## config.mk

```make
export PLATFORM = sky130hd
export DESIGN_NAME = bsg_manycore_store_fence
export DESIGN_NICKNAME = d
export VERILOG_FILES = /design/src/rtl/bsg_manycore_pkg.sv /design/src/rtl/bsg_counter_up_down.sv /design/src/rtl/bsg_manycore_store_fence.sv
export SDC_FILE = /design/constraint.sdc
export NUM_CORES = 1
export LEC_CHECK = 0
export BUFFER_PORTS_ARGS = -buffer_cell sky130_fd_sc_hd__clkbuf_2
export CAP_MARGIN = 30
export CORE_ASPECT_RATIO = 1.25
export CORE_MARGIN = 2
export CORE_UTILIZATION = 44
export DETAILED_ROUTE_END_ITERATION = 10
export GPL_TIMING_DRIVEN = 0
export PLACE_DENSITY_LB_ADDON = 0.1
export SYNTH_ARGS = -nofsm -noshare
export SYNTH_HDL_FRONTEND = slang
export SYNTH_SLANG_ARGS = --single-unit
```

## constraint.sdc

```tcl
create_clock -name clk_i -period 3.3 [get_ports clk_i]
set_input_delay 0.66 -clock clk_i [delete_from_list [all_inputs] [get_ports clk_i]]
set_output_delay 0.66 -clock clk_i [all_outputs]
set_load 0.05 [all_outputs]
```

## src/rtl/bsg_manycore_pkg.sv

```systemverilog
// Shared manycore types: return-packet layout and store-fence FSM states.
package bsg_manycore_pkg;

  // Width of the zero pad above the coordinates in a return packet.
  localparam int unsigned ret_pad_width_gp = 5;

  // Reference coordinate widths for the shared packet typedef.
  localparam int unsigned x_cord_width_gp = 4;
  localparam int unsigned y_cord_width_gp = 4;

  // Return packet: {pad, y_cord, x_cord}, x in the LSBs.
  typedef struct packed {
    logic [ret_pad_width_gp-1:0] pad;
    logic [y_cord_width_gp-1:0]  y_cord;
    logic [x_cord_width_gp-1:0]  x_cord;
  } bsg_manycore_ret_packet_s;

  // Fence FSM states.
  typedef enum logic [1:0] {
    StIdle  = 2'd0,
    StDrain = 2'd1,
    StDone  = 2'd2
  } fence_state_e;

endpackage

```

## src/rtl/bsg_counter_up_down.sv

```systemverilog
// Up/down counter that saturates at max_val_p and holds at zero on a
// stray decrement, flagging it on underflow_o for that cycle.
module bsg_counter_up_down #(
  parameter int unsigned max_val_p = 64,
  localparam int unsigned width_lp = $clog2(max_val_p + 1)
) (
  input  logic                clk_i,
  input  logic                reset_i,
  input  logic                up_i,
  input  logic                down_i,
  output logic [width_lp-1:0] count_o,
  output logic                underflow_o
);

  localparam logic [width_lp-1:0] max_lp = width_lp'(max_val_p);
  localparam logic [width_lp-1:0] one_lp = width_lp'(1);

  logic [width_lp-1:0] count_r, count_n;

  // Next count: simultaneous up and down cancel out.
  always_comb begin
    count_n     = count_r;
    underflow_o = 1'b0;
    case ({up_i, down_i})
      2'b10: begin
        if (count_r != max_lp) count_n = count_r + one_lp;
      end
      2'b01: begin
        if (count_r == '0) underflow_o = 1'b1;
        else               count_n     = count_r - one_lp;
      end
      default: count_n = count_r;
    endcase
  end

  // Count register.
  always_ff @(posedge clk_i or posedge reset_i) begin
    if (reset_i) count_r <= '0;
    else         count_r <= count_n;
  end

  assign count_o = count_r;

endmodule

```

## src/rtl/bsg_manycore_store_fence.sv

```systemverilog
// Outstanding remote-store tracker and fence unit. Counts stores accepted by
// the network, retires them on matching return packets, throttles issue at
// saturation or while draining, and completes a fence once all are acked.
module bsg_manycore_store_fence
  import bsg_manycore_pkg::*;
#(
  parameter int unsigned x_cord_width_p = 4,
  parameter int unsigned y_cord_width_p = 4,
  parameter int unsigned max_out_p      = 64,
  localparam int unsigned ret_packet_width_lp = ret_pad_width_gp + x_cord_width_p
                                                + y_cord_width_p,
  localparam int unsigned cntr_width_lp = $clog2(max_out_p + 1)
) (
  input  logic                           clk_i,
  input  logic                           reset_i,
  input  logic [x_cord_width_p-1:0]      my_x_i,
  input  logic [y_cord_width_p-1:0]      my_y_i,
  input  logic                           store_v_i,
  input  logic                           store_ready_i,
  output logic                           issue_ready_o,
  input  logic                           ret_v_i,
  input  logic [ret_packet_width_lp-1:0] ret_data_i,
  output logic                           ret_ready_o,
  input  logic                           fence_v_i,
  output logic                           fence_done_o,
  output logic [cntr_width_lp-1:0]       count_o,
  output logic                           err_underflow_o,
  output logic                           err_misroute_o
);

  localparam logic [cntr_width_lp-1:0] max_count_lp = cntr_width_lp'(max_out_p);

  // Same layout as bsg_manycore_ret_packet_s, sized to this tile's coordinates.
  typedef struct packed {
    logic [ret_pad_width_gp-1:0] pad;
    logic [y_cord_width_p-1:0]   y_cord;
    logic [x_cord_width_p-1:0]   x_cord;
  } ret_packet_s;

  ret_packet_s  ret_pkt;
  fence_state_e state_r, state_n;
  logic         issue, ack, misroute, underflow;
  logic         err_underflow_r, err_misroute_r;

  assign ret_pkt     = ret_packet_s'(ret_data_i);
  assign ret_ready_o = 1'b1;

  // Issue readiness depends on registered state only, never on store_v_i.
  assign issue_ready_o = (count_o != max_count_lp) && (state_r == StIdle);
  assign issue         = store_v_i & store_ready_i & issue_ready_o;

  assign ack = ret_v_i
             & (ret_pkt.x_cord == my_x_i)
             & (ret_pkt.y_cord == my_y_i)
             & (ret_pkt.pad == '0);
  assign misroute = ret_v_i & ~ack;

  bsg_counter_up_down #(
    .max_val_p (max_out_p)
  ) u_counter (
    .clk_i       (clk_i),
    .reset_i     (reset_i),
    .up_i        (issue),
    .down_i      (ack),
    .count_o     (count_o),
    .underflow_o (underflow)
  );

  // Fence FSM next state and done pulse.
  always_comb begin
    state_n      = state_r;
    fence_done_o = 1'b0;
    unique case (state_r)
      StIdle:  if (fence_v_i) state_n = StDrain;
      StDrain: if (count_o == '0) state_n = StDone;
      StDone: begin
        fence_done_o = 1'b1;
        state_n      = StIdle;
      end
      default: state_n = StIdle;
    endcase
  end

  // Fence FSM state register.
  always_ff @(posedge clk_i or posedge reset_i) begin
    if (reset_i) state_r <= StIdle;
    else         state_r <= state_n;
  end

  // Sticky error flags; only reset clears them.
  always_ff @(posedge clk_i or posedge reset_i) begin
    if (reset_i) begin
      err_underflow_r <= 1'b0;
      err_misroute_r  <= 1'b0;
    end else begin
      if (underflow) err_underflow_r <= 1'b1;
      if (misroute)  err_misroute_r  <= 1'b1;
    end
  end

  assign err_underflow_o = err_underflow_r;
  assign err_misroute_o  = err_misroute_r;

endmodule

```

==> results.yml, run 1 <==
status:
  run_status: "finished clean"
critical_path:
  critPathBufInv: 1
  start_kind: "flip-flop"
  worstSetupPathType: "flip-flop to flip-flop"
  cp_max_fo: 5
  crit_chain: "nor4_4 > a311oi_4 > and3_4 > or2_1 > inv_1 > ha_1 > a21o_1 > a21oi_1 > o21bai_1 > a21oi_1 > xnor2_1 > mux2_1"
  max_stage_delay_ns: 0.44
  slowest_stage: "dfrtp_1"
  path_common_cell: "a21oi_1"
  cp.required_ns: 3.44
  cp_top_family: "simple AND/OR/NAND/NOR gates"
  r2r_slack_ns: 0.24
  critPathCaptureType: "flip-flop"
  cp_data_arrival_time_ns: 3.20
clock_tree:
  clk_pin_slew_ns: 0.07
  cts_tree: "done"
  clock_latency_ns: 0.26
  clkSinkCount: 11
  holdBufCountCts: 0
  htreeDepth: 1
  cts_buffer_depth: 2
  root_buffer: "clkbuf_4"
  cts_made_buffers: 3
routing:
  num_vias: 680
  finalWirelength_mm: 1.57
  avgRoutedWirePerCell_um: 11.4
  drc_errors: 0
  ant_nets: 0
  viasPerCell: 4.93
  drt-pass1-iter-count: 4
  drtIter0Drc: 9
timing:
  finalCritPeriodShare_pct: 92.6
  finalSetupViolCount: 0
  clock.fmax_ghz: 0.327
  rsz0062_at_grt: "false"
  setup_tns_ns: 0
  fin_skew_ns: 0.00281
  period_needed_ns: 3.06
  fin_hold_ws_ns: 0.375
  layout_setup_ws_ns: 0.243
  slew_viol_final: 0
  finalHoldViolations: 0
yosys:
  synthesis.nets: 110
  synth_cells: 77
  synth.area.top_cells: "dfrtp_1, xor2_1, ha_1"
  synth_top_area_share_pct: 34.7
  yosysSeqAreaShare_pct: 34.7
  synth_area_per_cell_sq_um: 10.3
  synth.largest_area_cell: "dfrtp_1"
  yosys_warnings: 0
  synth_edf_count: 0
  ys.flop_type: "dfrtp_1"
  syn_area_sq_um: 793
  synth.distinct_cells: 31
  async_flop_share_pct: 100
  ys_ff_latch: 11
global_route:
  grt_pass1_vias: 599
  grt_first_pass_wirelength_mm: 2.49
  grt_max_degree: 12
  track_usage_pct: 14.7
  antenna_found_initial: 0
  grt-ovfl-total: 0
placed_design:
  numPortBuffers: 37
  hpwl_mm: 1.34
  pre_cts_ws_ns: -0.0993
  dp_cells: 133
  dpl_cell_area_sq_mm: 0.00103
  place_congestion: 0.787
power:
  p_sw_mw: 0.353
  internal-power_mw: 0.371
  combPwrFrac_pct: 55.5
  switching_share_pct: 48.8
  power.total_mw: 0.724
  power.density_mw_per_mm2: 677
  p_clk_share_pct: 12.6
  p_leak_nw: 0.559
  vdd_drop_max_v: 0.000302
  sequentialPowerShare_pct: 31.9
layout:
  layout_common_cells: "clkbuf_2, xor2_1, dfrtp_1"
  instances_no_fill: 138
  design_area_sq_mm: 0.00107
  drive_above_1_share_pct: 42.0
  layout.cells.most_common: "clkbuf_2"
  syn_to_final_growth_pct: 34.7
  diodes: 0
  finalCoreUtilization_pct: 62.0
  nNetsFinal: 153
die:
  initial_core_util_pct: 46.0
  io_pins: 39
  row_count: 17
  coreArea_sq_mm: 0.00172
  die_w_um: 42.0
  die_area_sq_mm: 0.00216
  dieHeight_um: 51.5
flow_run:
  cap_viol_max_count: 0
min_path:
  holdCritPathClass: "input pin to asynchronous set/reset pin"
[routing by layer]
layer	vias to the layer above	global-route usage [%]	wire [um]
met1	302	19.0	674
met2	23	25.3	791
met5	-	0	0
li1	353	-	-
met3	2	1.77	89
met4	0	4.84	16
[power groups by stage]
stage          sequential, mW  clock (mW)  combinational (mW)
2_1_floorplan           0.327           0               0.212
3_3_place_gp            0.233           0               0.388
3_5_place_dp            0.235           0               0.394
4_1_cts                 0.231      0.0929               0.395
5_1_grt                 0.240       0.102               0.431
6_report                0.231      0.0912               0.402
[flip-flops by register name, summed over array words and instances, names as in the netlist]
signal / flops
err_misroute_o: 1
u_counter.count_o: 7
state_r: 2
err_underflow_o: 1
[final timing paths]
kind,cells after the start,startpoint,endpoint
worst min register to register,1,err_misroute_o,err_misroute_o
min in group clk_i,1,err_misroute_o,err_misroute_o
worst max register to register,12,u_counter.count_o[1],u_counter.count_o[5]
worst min-delay path,2,reset_i,state_r[1]
worst max-delay path,12,u_counter.count_o[1],u_counter.count_o[5]
max in group asynchronous,2,reset_i,u_counter.count_o[2]
[synthesized netlist by cell type, types with 2 or more instances]
cell,instances
xor2_1,9
mux2i_1,2
inv_1,5
nand2_1,2
nor2b_1,2
nor3_1,2
nor4_1,2
nor2_1,4
o21ai_0,2
o21bai_1,3
xnor2_1,4
mux2_1,4
dfrtp_1,11
a21o_1,2
a21oi_1,3
ha_1,5
[final cells by class]
| cell class | count | area [sq um] |
|---|---|---|
| fillers | 157 | 654 |
| well taps | 19 | 23.8 |
| flip-flops and latches | 11 | 278 |
| clock buffers | 4 | 26.3 |
| inverters | 5 | 18.8 |
| repair buffers | 38 | 193 |
| multi-input cells | 60 | 522 |
| plain buffers | 1 | 7.51 |
[cells by family (layout without fill, tap and decap cells)]
| family | Yosys count | count (layout) | share of synthesized area, % |
|---|---|---|---|
| other | 1 | 1 | 0.473 |
| flip-flops | 11 | 11 | 34.7 |
| adder cells (fa/ha/maj) | 6 | 6 | 10.4 |
| AO/OA/AOI/OAI | 13 | 13 | 11.0 |
| XOR/XNOR | 13 | 13 | 14.4 |
| multiplexers | 6 | 6 | 8.20 |
| buffers and inverters | 6 | 48 | 3.31 |
| AND/OR/NAND/NOR | 21 | 21 | 17.5 |
[what timing repair did]
item                                   4_1_cts  5_1_grt
setup endpoints to repair                    0        2
gates resized for setup                      0        1
setup buffers                                0        1
endpoints found under the hold margin        0        0
Power figures use the tool's default switching activity.
==> run 2, diff against run 1 <==
- CORE_MARGIN: 2 -> not set
==> results.yml, run 2 (synthesized netlist as in run 1, its figures left out) <==
status:
  run_status: "finished clean"
critical_path:
  worstSetupPathType: "flip-flop to flip-flop"
  r2r_slack_ns: 0.29
  critPathCaptureType: "flip-flop"
  reg2reg_to: "u_counter.count_o[6]"
  start_kind: "flip-flop"
  r2r_cells: 12
  r2r_start: "u_counter.count_o[1]"
  crit_start: "u_counter.count_o[1]"
  cp_data_arrival_time_ns: 3.20
  crit_end: "u_counter.count_o[6]"
  cp.required_ns: 3.49
  cp_max_fo: 5
power:
  internal-power_mw: 0.363
  switching_share_pct: 49.5
  vdd_drop_max_v: 0.000358
  sequentialPowerShare_pct: 32.3
  power.density_mw_per_mm2: 677
  power.total_mw: 0.719
  p_sw_mw: 0.356
  combPwrFrac_pct: 54.7
  p_clk_share_pct: 13.0
  p_leak_nw: 0.555
clock_tree:
  root_buffer: "clkbuf_4"
  htreeDepth: 1
  holdBufCountCts: 0
  cts_buffer_depth: 2
  cts_made_buffers: 3
  clock_latency_ns: 0.27
  clkSinkCount: 11
  clk_pin_slew_ns: 0.08
  cts_tree: "done"
routing:
  finalWirelength_mm: 1.61
  drt-pass1-iter-count: 4
  drtIter0Drc: 10
  avgRoutedWirePerCell_um: 11.8
  viasPerCell: 5.21
  ant_nets: 0
  drc_errors: 0
  num_vias: 709
global_route:
  grt_max_degree: 12
  track_usage_pct: 18.9
  grt_pass1_vias: 623
  antenna_found_initial: 0
  grt_first_pass_wirelength_mm: 2.60
  grt-ovfl-total: 0
layout:
  fillers: 142
  layout.cells.most_common: "clkbuf_2"
  diodes: 0
  drive_above_1_share_pct: 43.2
  layout_common_cells: "clkbuf_2, xor2_1, dfrtp_1"
  nNetsFinal: 152
  multi_input_area_sq_um: 523
  regArea_sq_um: 278
  syn_to_final_growth_pct: 33.9
  largest_reg_flops: 7
timing:
  layout_setup_ws_ns: 0.293
  finalSetupViolCount: 0
  fin_hold_ws_ns: 0.350
  clock.fmax_ghz: 0.333
  rsz0062_at_grt: "false"
  finalHoldViolations: 0
  finalCritPeriodShare_pct: 91.1
  period_needed_ns: 3.01
  fin_skew_ns: 0.0102
  slew_viol_final: 0
placed_design:
  pre_cts_ws_ns: -0.0983
  hpwl_mm: 1.33
  numPortBuffers: 37
  place_congestion: 0.743
die:
  coreArea_sq_mm: 0.00162
  io_pins: 39
  die_w_um: 40.0
  row_count: 16
  dieHeight_um: 49.5
  initial_core_util_pct: 48.9
  die_area_sq_mm: 0.00198
flow_run:
  cap_viol_max_count: 0
min_path:
  holdCritPathClass: "input pin to asynchronous set/reset pin"
run 2: layout make-up:
type | instances | share of cell area [%]
tap | 18 | 2.12
clock inverter | 1 | 0.471
multi-input combinational | 60 | 49.2
buffer | 1 | 0.707
clock buffer | 3 | 2.12
timing repair buffer | 37 | 17.4
inverter | 5 | 1.77
sequential | 11 | 26.1
run 2: critical path, cell delays in order, from the launching register on:
cell	delay, ns
dfrtp_1	0.45
nor4_4	0.40
a311oi_4	0.15
and3_4	0.21
or2_1	0.28
inv_2	0.13
ha_1	0.27
nor2b_1	0.16
nor3_2	0.14
o21bai_1	0.11
a21oi_1	0.23
mux2i_1	0.24
xor2_1	0.15
run 2: timing repair:
item,4_1_cts,5_1_grt
endpoints found under the setup margin,0,1
gates resized for setup,0,2
buffers inserted,0,0
run 2: power by group through the flow:
stage / combinational [mW] / sequential [mW] / clock [mW]
2_1_floorplan: 0.212 / 0.327 / 0
3_3_place_gp: 0.387 / 0.232 / 0
3_5_place_dp: 0.393 / 0.235 / 0
4_1_cts: 0.394 / 0.232 / 0.0944
5_1_grt: 0.430 / 0.240 / 0.103
6_report: 0.394 / 0.232 / 0.0935
run 2: worst min-delay path by stage:
stage	start	to	depth (start not counted)
floorplan	state_r[1]	state_r[0]	1
global placement	err_misroute_o	err_misroute_o	1
detailed placement	err_misroute_o	err_misroute_o	1
CTS	reset_i	u_counter.count_o[0]	2
global route	reset_i	u_counter.count_o[0]	2
finish	reset_i	u_counter.count_o[0]	2
run 2: metrics by stage:
| stage | util [%] | instance area [sq um] | setup TNS (ns) | cells |
|---|---|---|---|---|
| after floorplan | - | 822 | 0 | 77 |
| after global placement | 63.5 | 1030 | -0.0881 | 132 |
| after detailed placement | 63.5 | 1030 | -0.132 | 132 |
| after CTS | 65.2 | 1060 | 0 | 136 |
| after global routing | 65.5 | 1060 | 0 | 136 |
| final | 65.5 | 1060 | 0 | 136 |
run 2: per-layer routing:
metal / vias to the layer above / global-route usage, % / wire length (um)
met2: 35 / 30.1 / 787
met1: 317 / 23.9 / 714
met4: 0 / 8.62 / 27
met5: - / 0 / 0
li1: 353 / - / -
met3: 4 / 2.70 / 79
==> run 3, diff against run 2 <==
- CORE_UTILIZATION: 44 -> 40
- SETUP_SLACK_MARGIN: not set -> 0.3
- clock period: 3.3 -> 2.52 ns (I/O delays scaled with it)
==> results.yml, run 3 (synthesized netlist as in run 1, its figures left out) <==
die:
  die_area_sq_mm: 0.00217
  initial_core_util_pct: 43.9
  coreArea_sq_mm: 0.00181
  die_w_um: 41.8
  dieHeight_um: 51.8
  row_count: 17
  io_pins: 39
timing:
  period_needed_ns: 2.76
  finalCritPeriodShare_pct: 110
  fin_hold_ws_ns: 0.202
  slew_viol_final: 0
  rsz0062_at_grt: "true"
  finalHoldViolations: 0
  layout_setup_ws_ns: -0.240
  clock.fmax_ghz: 0.362
  setup_tns_ns: -0.621
  fin_skew_ns: 0.00283
  finalSetupViolCount: 3
global_route:
  grt_first_pass_wirelength_mm: 2.90
  grt-ovfl-total: 0
  track_usage_pct: 17.9
  grt_pass1_vias: 668
  antenna_found_initial: 0
  grt_max_degree: 12
layout:
  drive_above_1_share_pct: 61.4
  nNetsFinal: 166
  multi_input_area_sq_um: 604
  regArea_sq_um: 283
  largest_reg_flops: 7
  syn_to_final_growth_pct: 59.6
  finalCoreUtilization_pct: 70.0
  fillers: 148
  diodes: 0
  layout_common_cells: "clkbuf_2, buf_4, xor2_1"
  layout.cells.most_common: "clkbuf_2"
critical_path:
  cp_data_arrival_time_ns: 2.92
  start_kind: "flip-flop"
  r2r_slack_ns: -0.24
  worstSetupPathType: "flip-flop to flip-flop"
  cp_max_fo: 4
  critPathCaptureType: "flip-flop"
  cp.required_ns: 2.68
clock_tree:
  clock_latency_ns: 0.27
  cts_buffer_depth: 2
  clk_pin_slew_ns: 0.08
  clkSinkCount: 11
  cts_tree: "done"
  cts_made_buffers: 3
  htreeDepth: 1
  holdBufCountCts: 0
  root_buffer: "clkbuf_4"
routing:
  drtIter0Drc: 8
  drt-pass1-iter-count: 5
  ant_nets: 0
  finalWirelength_mm: 1.90
  avgRoutedWirePerCell_um: 12.6
  viasPerCell: 5.05
  drc_errors: 0
  num_vias: 762
placed_design:
  numPortBuffers: 37
  place_congestion: 0.702
  hpwl_mm: 1.36
status:
  run_status: "finished, violations left"
  violations: "setup timing"
power:
  power.density_mw_per_mm2: 902
  p_leak_nw: 0.635
  vdd_drop_max_v: 0.000596
flow_run:
  cap_viol_max_count: 0
min_path:
  holdCritPathClass: "input pin to asynchronous set/reset pin"
## run 3: per-layer routing
| metal | part of all wire [%] | wire (um) | global-route usage (%) | vias to the layer above |
|---|---|---|---|---|
| met2 | 55 | 1030 | 32.6 | 27 |
| met3 | 4.4 | 84 | 2.08 | 2 |
| met1 | 40 | 755 | 20.8 | 355 |
| met4 | 1.1 | 21 | 8.06 | 0 |
| li1 | - | - | - | 378 |
| met5 | 0 | 0 | 0 | - |
## run 3: power breakdown
group | internal, mW | switching [mW] | total, mW
Sequential | 0.233 | 0.0832 | 0.317
Combinational | 0.315 | 0.386 | 0.701
Clock | 0.0612 | 0.0641 | 0.125
## run 3: worst max-delay path: stages, from the launching register on
cell and delay [ns]:
dfrtp_2 0.43, nor4_4 0.38, a311oi_4 0.14, and3_4 0.17, or2_4 0.26, clkinv_4 0.07, buf_4 0.12, ha_4 0.19
a21o_1 0.17, a21oi_2 0.14, o21bai_1 0.10, a21oi_2 0.15, xnor2_1 0.08, mux2_4 0.25
## run 3: cell type report
cell class | instances | share of cell area (%)
multi-input cells | 60 | 47.7
clock buffers | 4 | 2.08
plain buffers | 1 | 0.593
inverters | 5 | 1.88
well taps | 19 | 1.88
repair buffers | 51 | 23.5
flip-flops and latches | 11 | 22.3
## run 3: timing repair
item,CTS,global route
pin swaps,5,9
endpoints found under the setup margin,5,5
resized for setup,8,3
hold endpoints to repair,0,0
buffers inserted,9,5
cloned,0,0
## run 3: per-stage QoR
| step | setup WS (ns) | power [mW] | cell area [sq um] | instances |
|---|---|---|---|---|
| final | -0.240 | 1.14 | 1270 | 151 |
| after global routing | -0.384 | 1.21 | 1270 | 151 |
| after CTS | -0.253 | 1.11 | 1220 | 146 |
| after detailed placement | -0.530 | 0.894 | 1090 | 133 |
| after global placement | -0.503 | 0.875 | 1090 | 133 |
| after floorplan | -0.425 | 0.763 | 885 | 77 |
## run 3: path summary, 6_finish.rpt
check / from / endpoint / depth (start not counted)
worst max-delay path: u_counter.count_o[4] / u_counter.count_o[5] / 13
worst min-delay path: reset_i / u_counter.count_o[0] / 2
worst max register to register: u_counter.count_o[4] / u_counter.count_o[5] / 13
worst min register to register: err_misroute_o / err_misroute_o / 1
max in group asynchronous: reset_i / u_counter.count_o[2] / 2
min in group clk_i: ret_v_i / err_misroute_o / 2
